<file path="src/rtl/vram_arbiter_pkg.sv">
// Shared types for the VRAM arbiter: FSM states, grant sources and access kinds,
// plus the grant priority helper.
package vram_arbiter_pkg;

  typedef enum logic [1:0] {
    IDLE   = 2'd0,
    VDP_RD = 2'd1,
    CPU_RD = 2'd2,
    CPU_WR = 2'd3
  } state_t;

  typedef enum logic [1:0] {
    SRC_NONE = 2'd0,
    SRC_VDP  = 2'd1,
    SRC_CPU  = 2'd2
  } src_t;

  localparam logic ACC_READ  = 1'b0;
  localparam logic ACC_WRITE = 1'b1;

  // VDP wins unless the CPU has been starved long enough to be forced through.
  function automatic src_t pick_source(input logic vdp_req, input logic cpu_pending,
                                       input logic cpu_forced);
    src_t src;
    if (cpu_pending && cpu_forced) begin
      src = SRC_CPU;
    end else if (vdp_req) begin
      src = SRC_VDP;
    end else if (cpu_pending) begin
      src = SRC_CPU;
    end else begin
      src = SRC_NONE;
    end
    return src;
  endfunction

endpackage

</file>
<file path="src/rtl/vram_req_buffer.sv">
// One-entry holding register for a CPU access (direction, address, write data).
module vram_req_buffer #(
  parameter int ADDR_W = 15,
  parameter int DATA_W = 8
) (
  input  logic              clk,
  input  logic              reset,
  input  logic              load,
  input  logic              clear,
  input  logic              in_we,
  input  logic [ADDR_W-1:0] in_addr,
  input  logic [DATA_W-1:0] in_wdata,
  output logic              full,
  output logic              we,
  output logic [ADDR_W-1:0] addr,
  output logic [DATA_W-1:0] wdata
);

  // Capture on load into an empty slot; clear releases the slot.
  always_ff @(posedge clk or posedge reset) begin
    if (reset) begin
      full  <= 1'b0;
      we    <= 1'b0;
      addr  <= '0;
      wdata <= '0;
    end else if (clear) begin
      full <= 1'b0;
    end else if (load && !full) begin
      full  <= 1'b1;
      we    <= in_we;
      addr  <= in_addr;
      wdata <= in_wdata;
    end
  end

endmodule

</file>
<file path="src/rtl/vram_arbiter.sv">
// Single-port VRAM arbiter between VDP fetches and CPU accesses.
// Optional CPU starvation guard: define VRAM_ARB_STARVE_GUARD_EN.
module vram_arbiter
  import vram_arbiter_pkg::*;
#(
  parameter int ADDR_W      = 15,
  parameter int DATA_W      = 8,
  parameter int MAX_VDP_RUN = 4
) (
  input  logic              clk,
  input  logic              reset,
  input  logic              vdp_req,
  input  logic [ADDR_W-1:0] vdp_addr,
  output logic              vdp_valid,
  output logic [DATA_W-1:0] vdp_data,
  input  logic              cpu_req,
  input  logic              cpu_we,
  input  logic [ADDR_W-1:0] cpu_addr,
  input  logic [DATA_W-1:0] cpu_wdata,
  output logic              cpu_busy,
  output logic              cpu_ack,
  output logic [DATA_W-1:0] cpu_rdata,
  output logic              cpu_overflow,
  output logic              mem_en,
  output logic              mem_we,
  output logic [ADDR_W-1:0] mem_addr,
  output logic [DATA_W-1:0] mem_wdata,
  input  logic [DATA_W-1:0] mem_rdata
);

  state_t            state;
  src_t              src;
  logic              buf_full;
  logic              buf_we;
  logic [ADDR_W-1:0] buf_addr;
  logic [DATA_W-1:0] buf_wdata;
  logic              cpu_pending;
  logic              cpu_forced;

  vram_req_buffer #(.ADDR_W(ADDR_W), .DATA_W(DATA_W)) u_req_buffer (
    .clk      (clk),
    .reset    (reset),
    .load     (cpu_req),
    .clear    (cpu_ack),
    .in_we    (cpu_we),
    .in_addr  (cpu_addr),
    .in_wdata (cpu_wdata),
    .full     (buf_full),
    .we       (buf_we),
    .addr     (buf_addr),
    .wdata    (buf_wdata)
  );

  assign cpu_busy = buf_full;
  // During the ack cycle the entry is already served but not yet released.
  assign cpu_pending = buf_full && !cpu_ack;

`ifdef VRAM_ARB_STARVE_GUARD_EN
  localparam int CNT_W = $clog2(MAX_VDP_RUN + 1);
  logic [CNT_W-1:0] vdp_run;

  assign cpu_forced = (vdp_run >= CNT_W'(MAX_VDP_RUN));

  // Counts VDP grants that overtook a waiting CPU access.
  always_ff @(posedge clk or posedge reset) begin
    if (reset) begin
      vdp_run <= '0;
    end else if (!buf_full || src == SRC_CPU) begin
      vdp_run <= '0;
    end else if (src == SRC_VDP && !cpu_forced) begin
      vdp_run <= vdp_run + CNT_W'(1);
    end
  end
`else
  localparam int unused_max_vdp_run = MAX_VDP_RUN;
  assign cpu_forced = 1'b0;
`endif

  // Grant decision, only ever made in IDLE and never while in reset.
  always_comb begin
    src = SRC_NONE;
    if (!reset && state == IDLE) begin
      src = pick_source(vdp_req, cpu_pending, cpu_forced);
    end else begin
      src = SRC_NONE;
    end
  end

  // RAM port driven straight from the granted source in the grant cycle.
  always_comb begin
    mem_en    = 1'b0;
    mem_we    = ACC_READ;
    mem_addr  = '0;
    mem_wdata = '0;
    case (src)
      SRC_VDP: begin
        mem_en   = 1'b1;
        mem_we   = ACC_READ;
        mem_addr = vdp_addr;
      end
      SRC_CPU: begin
        mem_en    = 1'b1;
        mem_we    = (buf_we == ACC_WRITE);
        mem_addr  = buf_addr;
        mem_wdata = buf_wdata;
      end
      default: begin
        mem_en = 1'b0;
      end
    endcase
  end

  // Access sequencer with registered completion strobes and data.
  always_ff @(posedge clk or posedge reset) begin
    if (reset) begin
      state        <= IDLE;
      vdp_valid    <= 1'b0;
      vdp_data     <= '0;
      cpu_ack      <= 1'b0;
      cpu_rdata    <= '0;
      cpu_overflow <= 1'b0;
    end else begin
      vdp_valid <= 1'b0;
      cpu_ack   <= 1'b0;
      if (cpu_req && buf_full) begin
        cpu_overflow <= 1'b1;
      end
      case (state)
        IDLE: begin
          if (src == SRC_VDP) begin
            state <= VDP_RD;
          end else if (src == SRC_CPU) begin
            if (buf_we == ACC_WRITE) begin
              state   <= CPU_WR;
              cpu_ack <= 1'b1;
            end else begin
              state <= CPU_RD;
            end
          end else begin
            state <= IDLE;
          end
        end
        VDP_RD: begin
          vdp_data  <= mem_rdata;
          vdp_valid <= 1'b1;
          state     <= IDLE;
        end
        CPU_RD: begin
          cpu_rdata <= mem_rdata;
          cpu_ack   <= 1'b1;
          state     <= IDLE;
        end
        CPU_WR: begin
          state <= IDLE;
        end
        default: begin
          state <= IDLE;
        end
      endcase
    end
  end

endmodule

</file>
<file path="config.mk">
export PLATFORM = sky130hd
export DESIGN_NAME = vram_arbiter
export DESIGN_NICKNAME = d
export VERILOG_FILES = /design/src/rtl/vram_arbiter_pkg.sv /design/src/rtl/vram_req_buffer.sv /design/src/rtl/vram_arbiter.sv
export SDC_FILE = /design/constraint.sdc
export NUM_CORES = 1
export LEC_CHECK = 0
export CAP_MARGIN = 20
export CORE_UTILIZATION = 41
export CTS_CLUSTER_DIAMETER = 40
export CTS_CLUSTER_SIZE = 28
export DETAILED_ROUTE_END_ITERATION = 8
export PLACE_DENSITY = 0.8
export SETUP_SLACK_MARGIN = 0.5
export SYNTH_ARGS = -nofsm -noshare
export SYNTH_HDL_FRONTEND = slang
export SYNTH_SLANG_ARGS = --single-unit
export TNS_END_PERCENT = 20
</file>
<file path="constraint.sdc">
create_clock -name clk -period 1.7 [get_ports clk]
set_input_delay 0.34 -clock clk [delete_from_list [all_inputs] [get_ports clk]]
set_output_delay 0.34 -clock clk [all_outputs]
set_load 0.05 [all_outputs]
</file>
=== Word level (Yosys, flattened, before mapping) ===
Index checks and enable logic that the tools add are counted.

* Flip-flop bits (word level): 46
* Bits of input ports: 51

* Reductions and logical operators: 12
* Bitwise logic cells: 1
* Equal/unequal tests: 5
* Mux-type cells: 18

{| class="wikitable"
|+ Operators with widths
! operator !! number
|-
| one-hot mux 15 bit (2 select lines) || 1
|-
| two-way mux 2 bit || 5
|-
| two-way mux 1 bit || 9
|-
| two-way mux 8 bit || 1
|-
| == test 2 bit, second input constant || 3
|-
| == test 2 x 1 -> 1 bit, second input constant || 2
|-
| logical AND 1 bit || 4
|-
| one-hot mux 2 bit (2 select lines) || 1
|-
| logical NOT 1 bit || 3
|-
| OR reduction 3 bit || 1
|-
| logical NOT 2 bit || 1
|-
| one-hot mux 1 bit (2 select lines) || 1
|-
| AND reduction 2 bit || 1
|-
| nonzero test 2 bit || 1
|-
| OR reduction 2 bit || 1
|-
| inverter 1 bit || 1
|}

=== Depth between registers and ports, before layout ===
* Word-level depth: 9
* Mapped depth: 3
* Mapped depth without buffers: 2

=== By module ===
From an unflattened synthesis, not the netlist that was laid out.

* Cells, all modules: 171
* Area, all modules: 2212.1 sq um

{| class="wikitable"
|+ By module, submodules not included
! module !! cells each !! instances !! area an instance (sq um) !! seq. area each (sq um)
|-
| vram_arbiter || 116 || 1 || 1263.7 || 525.5
|-
| vram_req_buffer || 55 || 1 || 948.4 || 625.6
|}

=== Worst setup path before layout ===
No wires, ideal clock.

* Path type: flip-flop to output port
* Start point: reg u_req_buffer.full
* End point: out mem_addr[0]
* Arrival: 1.789 ns
* Slack: -0.429 ns
* Stages on the path, launching flop included: 4
* Required time: 1.360 ns
* Path buffers: 1
* Cells stage by stage: dfrtp_1 > nor3b_4 > buf_6 > a32o_1

* Word-level cells in the longest chain between the ends: 6

{| class="wikitable"
|+ Ends and longest elaborated chain
! element !! line !! source
|-
| start: declaration || vram_req_buffer.sv:13 || <nowiki>output logic full,</nowiki>
|-
| start signal: assignment || vram_req_buffer.sv:22 || <nowiki>full <= 1'b0;</nowiki>
|-
| start signal: assignment || vram_req_buffer.sv:27 || <nowiki>full <= 1'b0;</nowiki>
|-
| start signal: assignment || vram_req_buffer.sv:29 || <nowiki>full <= 1'b1;</nowiki>
|-
| logical AND 1 bit * || vram_arbiter.sv:56 || <nowiki>assign cpu_pending = buf_full && !cpu_ack;</nowiki>
|-
| two-way mux 2 bit * || vram_arbiter_pkg.sv:29 || <nowiki>end else if (cpu_pending) begin</nowiki>
|-
| two-way mux 2 bit * || vram_arbiter_pkg.sv:27 || <nowiki>end else if (vdp_req) begin</nowiki>
|-
| two-way mux 2 bit * || vram_arbiter.sv:82 || <nowiki>if (!reset && state == IDLE) begin</nowiki>
|-
| == test 2 bit / == test 2 x 1 -> 1 bit (equally long branches) || vram_arbiter.sv:95 || <nowiki>case (src)</nowiki>
|-
| one-hot mux 15 bit (2 select lines) * || vram_arbiter.sv:95 ||
|-
| end: declaration || vram_arbiter.sv:26 || <nowiki>output logic [ADDR_W-1:0] mem_addr,</nowiki>
|}

Every way passes the cells marked *; elsewhere a longest branch is shown, timed or not.

=== Worst setup path after layout ===
* Start point: reg state[0]
* End point: out mem_addr[4]

* Word-level cells in the longest chain between the ends: 5

{| class="wikitable"
|+ Ends and longest elaborated chain
! element !! line !! source
|-
| start: declaration || vram_arbiter.sv:31 || <nowiki>state_t state;</nowiki>
|-
| start signal: assignment || vram_arbiter.sv:116 || <nowiki>state <= IDLE;</nowiki>
|-
| start signal: assignment || vram_arbiter.sv:131 || <nowiki>state <= VDP_RD;</nowiki>
|-
| start signal: assignment || vram_arbiter.sv:134 || <nowiki>state <= CPU_WR;</nowiki>
|-
| logical NOT 2 bit * || vram_arbiter.sv:82 ||
|-
| logical AND 1 bit * || vram_arbiter.sv:82 ||
|-
| two-way mux 2 bit * || vram_arbiter.sv:82 ||
|-
| == test 2 bit / == test 2 x 1 -> 1 bit (equally long branches) || vram_arbiter.sv:95 ||
|-
| one-hot mux 15 bit (2 select lines) * || vram_arbiter.sv:95 ||
|}

Marked as above.

==> results.py <==
metrics = {
    "timing": {
        "rsz0062_at_grt": "true",
        "final-setup-viol-count": 25,
        "finalClockSkew_ns": 0.00545,
        "max_freq_mhz": 518,
        "worst_slack_ns": -0.232,
        "post-route-period-util": 1.14,
        "hold_viol": 0,
        "period_minus_slack_ns": 1.93,
        "hold_ws_ns": 0.373,
        "maxSlewViolCount": 0,
        "tightest_slew_ns": 0.342,
        "slew_headroom": 0.772,
    },
    "logic_synthesis": {
        "yosysSeqAreaShare": 0.565,
        "ys_ff_latch": 46,
        "yosysWarnings": 0,
        "syn_area_per_cell_um2": 15.1,
        "syn_inst": 135,
        "synth_cell_type_count": 22,
        "synth_area_mm2": 0.00204,
        "syn-num-nets": 186,
    },
    "die": {
        "die_h_um": 72.5,
        "fp.dieW_um": 72.5,
        "core_mm2": 0.00475,
        "initial_core_util": 0.428,
        "io_pins": 96,
        "row_count": 25,
        "die_area_mm2": 0.00525,
    },
    "layout": {
        "multiInputGateArea_um2": 993,
        "postLayoutCoreUtil": 0.802,
        "finalNetCount": 300,
        "drive_gt1_frac": 0.598,
        "nFillCells": 287,
        "fin_cells": 316,
        "diodes": 0,
        "regArea_mm2": 0.00116,
        "layout_commonest_cell": "clkdlybuf4s50_1",
        "areaGrowthSynthToFinish_pct": 87.4,
        "final_cell_mix": "clkdlybuf4s50_1, dfrtp_1, buf_12, mux2_4, buf_6",
    },
    "cts": {
        "clk_latency_ns": 0.30,
        "clock-sinks": 46,
        "cts_tree": "built",
        "clkSlewWorstSetupHoldPaths_ns": 0.08,
        "numCtsBuffers": 5,
        "htreeDepth": 2,
        "cts_root_buf": "clkbuf_8",
        "cts_buffer_depth": 2,
        "cts_hold_buf": 0,
    },
    "power": {
        "p_leak_nw": 1.72,
        "pwr-share-comb": 0.586,
        "finalPower_mw": 6.42,
        "seq_power_share": 0.310,
        "swShare": 0.401,
        "powerDensity_mw_per_mm2": 1680,
        "switchingPower_mw": 2.57,
        "intPower_mw": 3.84,
        "power_frac_clock": 0.104,
        "ir_worst_vdd_mv": 1.22,
    },
    "placed_design": {
        "place_ws_ns": -0.380,
        "hpwl_um": 3890,
        "place_congestion": 0.741,
        "dp.cells": 303,
        "port_buffers": 95,
    },
    "drt": {
        "drtIter0Drc": 68,
        "routed_via_density": 5.18,
        "num_vias": 1637,
        "firstDrtPassIters": 4,
        "remaining_drc_errors": 0,
        "drt-total-wl_um": 5860,
        "wl_per_cell_um": 18.6,
        "ant_nets": 0,
    },
    "worst_setup_path": {
        "r2r_setup_slack_ns": 0.21,
        "cp_num_cells": 5,
        "rr_endpoint": "u_req_buffer.addr[3]$_DFFE_PP0P_",
        "crit_buf_inv": 3,
        "cp.arrival_ns": 1.59,
        "worstSetupPathType": "reg -> out",
        "critical_path.startpoint_type": "flip-flop",
        "cp.required_ns": 1.36,
        "cp-end-kind": "output pin",
        "cp_slowest_stage_delay_ns": 0.46,
        "path_cells": "nor3_4, buf_4, buf_16, a32o_2, buf_12",
        "cp_slowest_cell": "dfrtp_2",
        "r2r_start": "u_req_buffer.full$_DFFE_PP0P_",
        "worst_r2r_path_depth": 4,
        "critPathTopFamily": "flip-flops",
        "worst-path-max-fanout": 12,
    },
    "outcome": {
        "violations": "negative setup slack",
        "outcome": "finished with violations",
    },
    "global_route": {
        "grt_pass1_vias": 1785,
        "grt_usage": 0.244,
        "antenna_found_initial": 0,
        "grt_pass1_wl_um": 9520,
        "overflow": 0,
        "grt_max_degree": 25,
    },
    "worst_hold_path": {
        "holdCritPathClass": "in -> async",
    },
    "flow_run": {
        "maxCapViolCount": 0,
    },
}
[kinds of logic (layout without fill, tap and decap cells)]
logic type / count (synthesis) / in the layout / share of synthesized area
buffers and inverters: 11 / 125 / 0.0393
flip-flops: 46 / 46 / 0.565
multiplexers: 40 / 40 / 0.221
AND/OR/NAND/NOR: 19 / 19 / 0.0842
AO/OA/AOI/OAI: 19 / 19 / 0.0897
[what timing repair did]
item,in CTS,in global routing
pin swaps,4,4
endpoints found under the setup margin,87,86
resized for setup,59,3
cloned,1,0
buffers inserted,5,0
[worst register-to-register path, stage by stage, from the launching register on]
cell and delay, ns:
dfrtp_2 0.43, buf_6 0.14, nor3b_4 0.22, buf_12 0.24
mux2_4 0.34
[synth_stat cells]
cell type	n	share of area
and2_1	1	0.0031
a32o_2	1	0.0055
dfrtp_1	46	0.57
inv_1	2	0.0037
nand4bb_1	1	0.0055
a32o_1	14	0.069
o21a_1	1	0.0037
buf_2	4	0.0098
nand2b_1	1	0.0031
nor3b_4	2	0.018
mux2_2	38	0.21
buf_6	4	0.022
and3_1	9	0.028
o31ai_1	1	0.0037
nor2b_1	1	0.0031
nor2_1	2	0.0037
a21boi_0	1	0.0037
buf_4	1	0.0037
nor3_4	1	0.0080
mux2_1	2	0.011
nor4b_4	1	0.012
a21o_2	1	0.0043
[sequential cells by signal (all words and copies together) (netlist names)]
name	cells
cpu_rdata	8
cpu_ack	1
state	2
u_req_buffer.addr	15
u_req_buffer.full	1
vdp_valid	1
cpu_overflow	1
vdp_data	8
u_req_buffer.we	1
u_req_buffer.wdata	8
[metal layers]
metal | wire length, um | share of wire | global-route usage
met3 | 509 | 0.087 | 0.0819
met2 | 2860 | 0.49 | 0.401
met4 | 70 | 0.012 | 0.0784
met1 | 2420 | 0.41 | 0.305
met5 | 0 | 0 | 0
[through the flow]
| stage | TNS [ns] | instance area, um2 |
|---|---|---|
| after floorplan | -1.11 | 2100 |
| after global placement | -8.29 | 3450 |
| after detailed placement | -9.22 | 3450 |
| after CTS | -5.18 | 3800 |
| after global routing | -7.30 | 3810 |
| final | -5.45 | 3810 |
[cell type report]
cell class,instances,share of cell area
clock buffer,7,0.0226
inverter,2,0.00197
multi-input combinational,78,0.260
sequential,46,0.303
tap,67,0.0220
timing repair buffer,116,0.390
[power by group through the flow]
stage	Sequential [mW]	Clock (mW)	Combinational (mW)
finish	1.99	0.669	3.76
global route	2.05	0.732	3.93
CTS	1.97	0.693	3.76
detailed placement	1.93	0	3.27
global placement	1.89	0	3.21
floorplan	2.64	0	1.28
[how the worst max path moves through the flow]
stage                     slack (ns)                          start      endpoint
final                          -0.23             state[0]$_DFF_PP0_   mem_addr[4]
after global routing           -0.31             state[0]$_DFF_PP0_   mem_addr[1]
after CTS                      -0.22             state[1]$_DFF_PP0_   mem_addr[4]
after detailed placement       -0.38                        vdp_req   mem_addr[7]
after global placement         -0.35                        vdp_req  mem_addr[14]
after floorplan                -0.09  u_req_buffer.full$_DFFE_PP0P_   mem_addr[0]
Note: power is estimated with default switching activity, not from simulation.
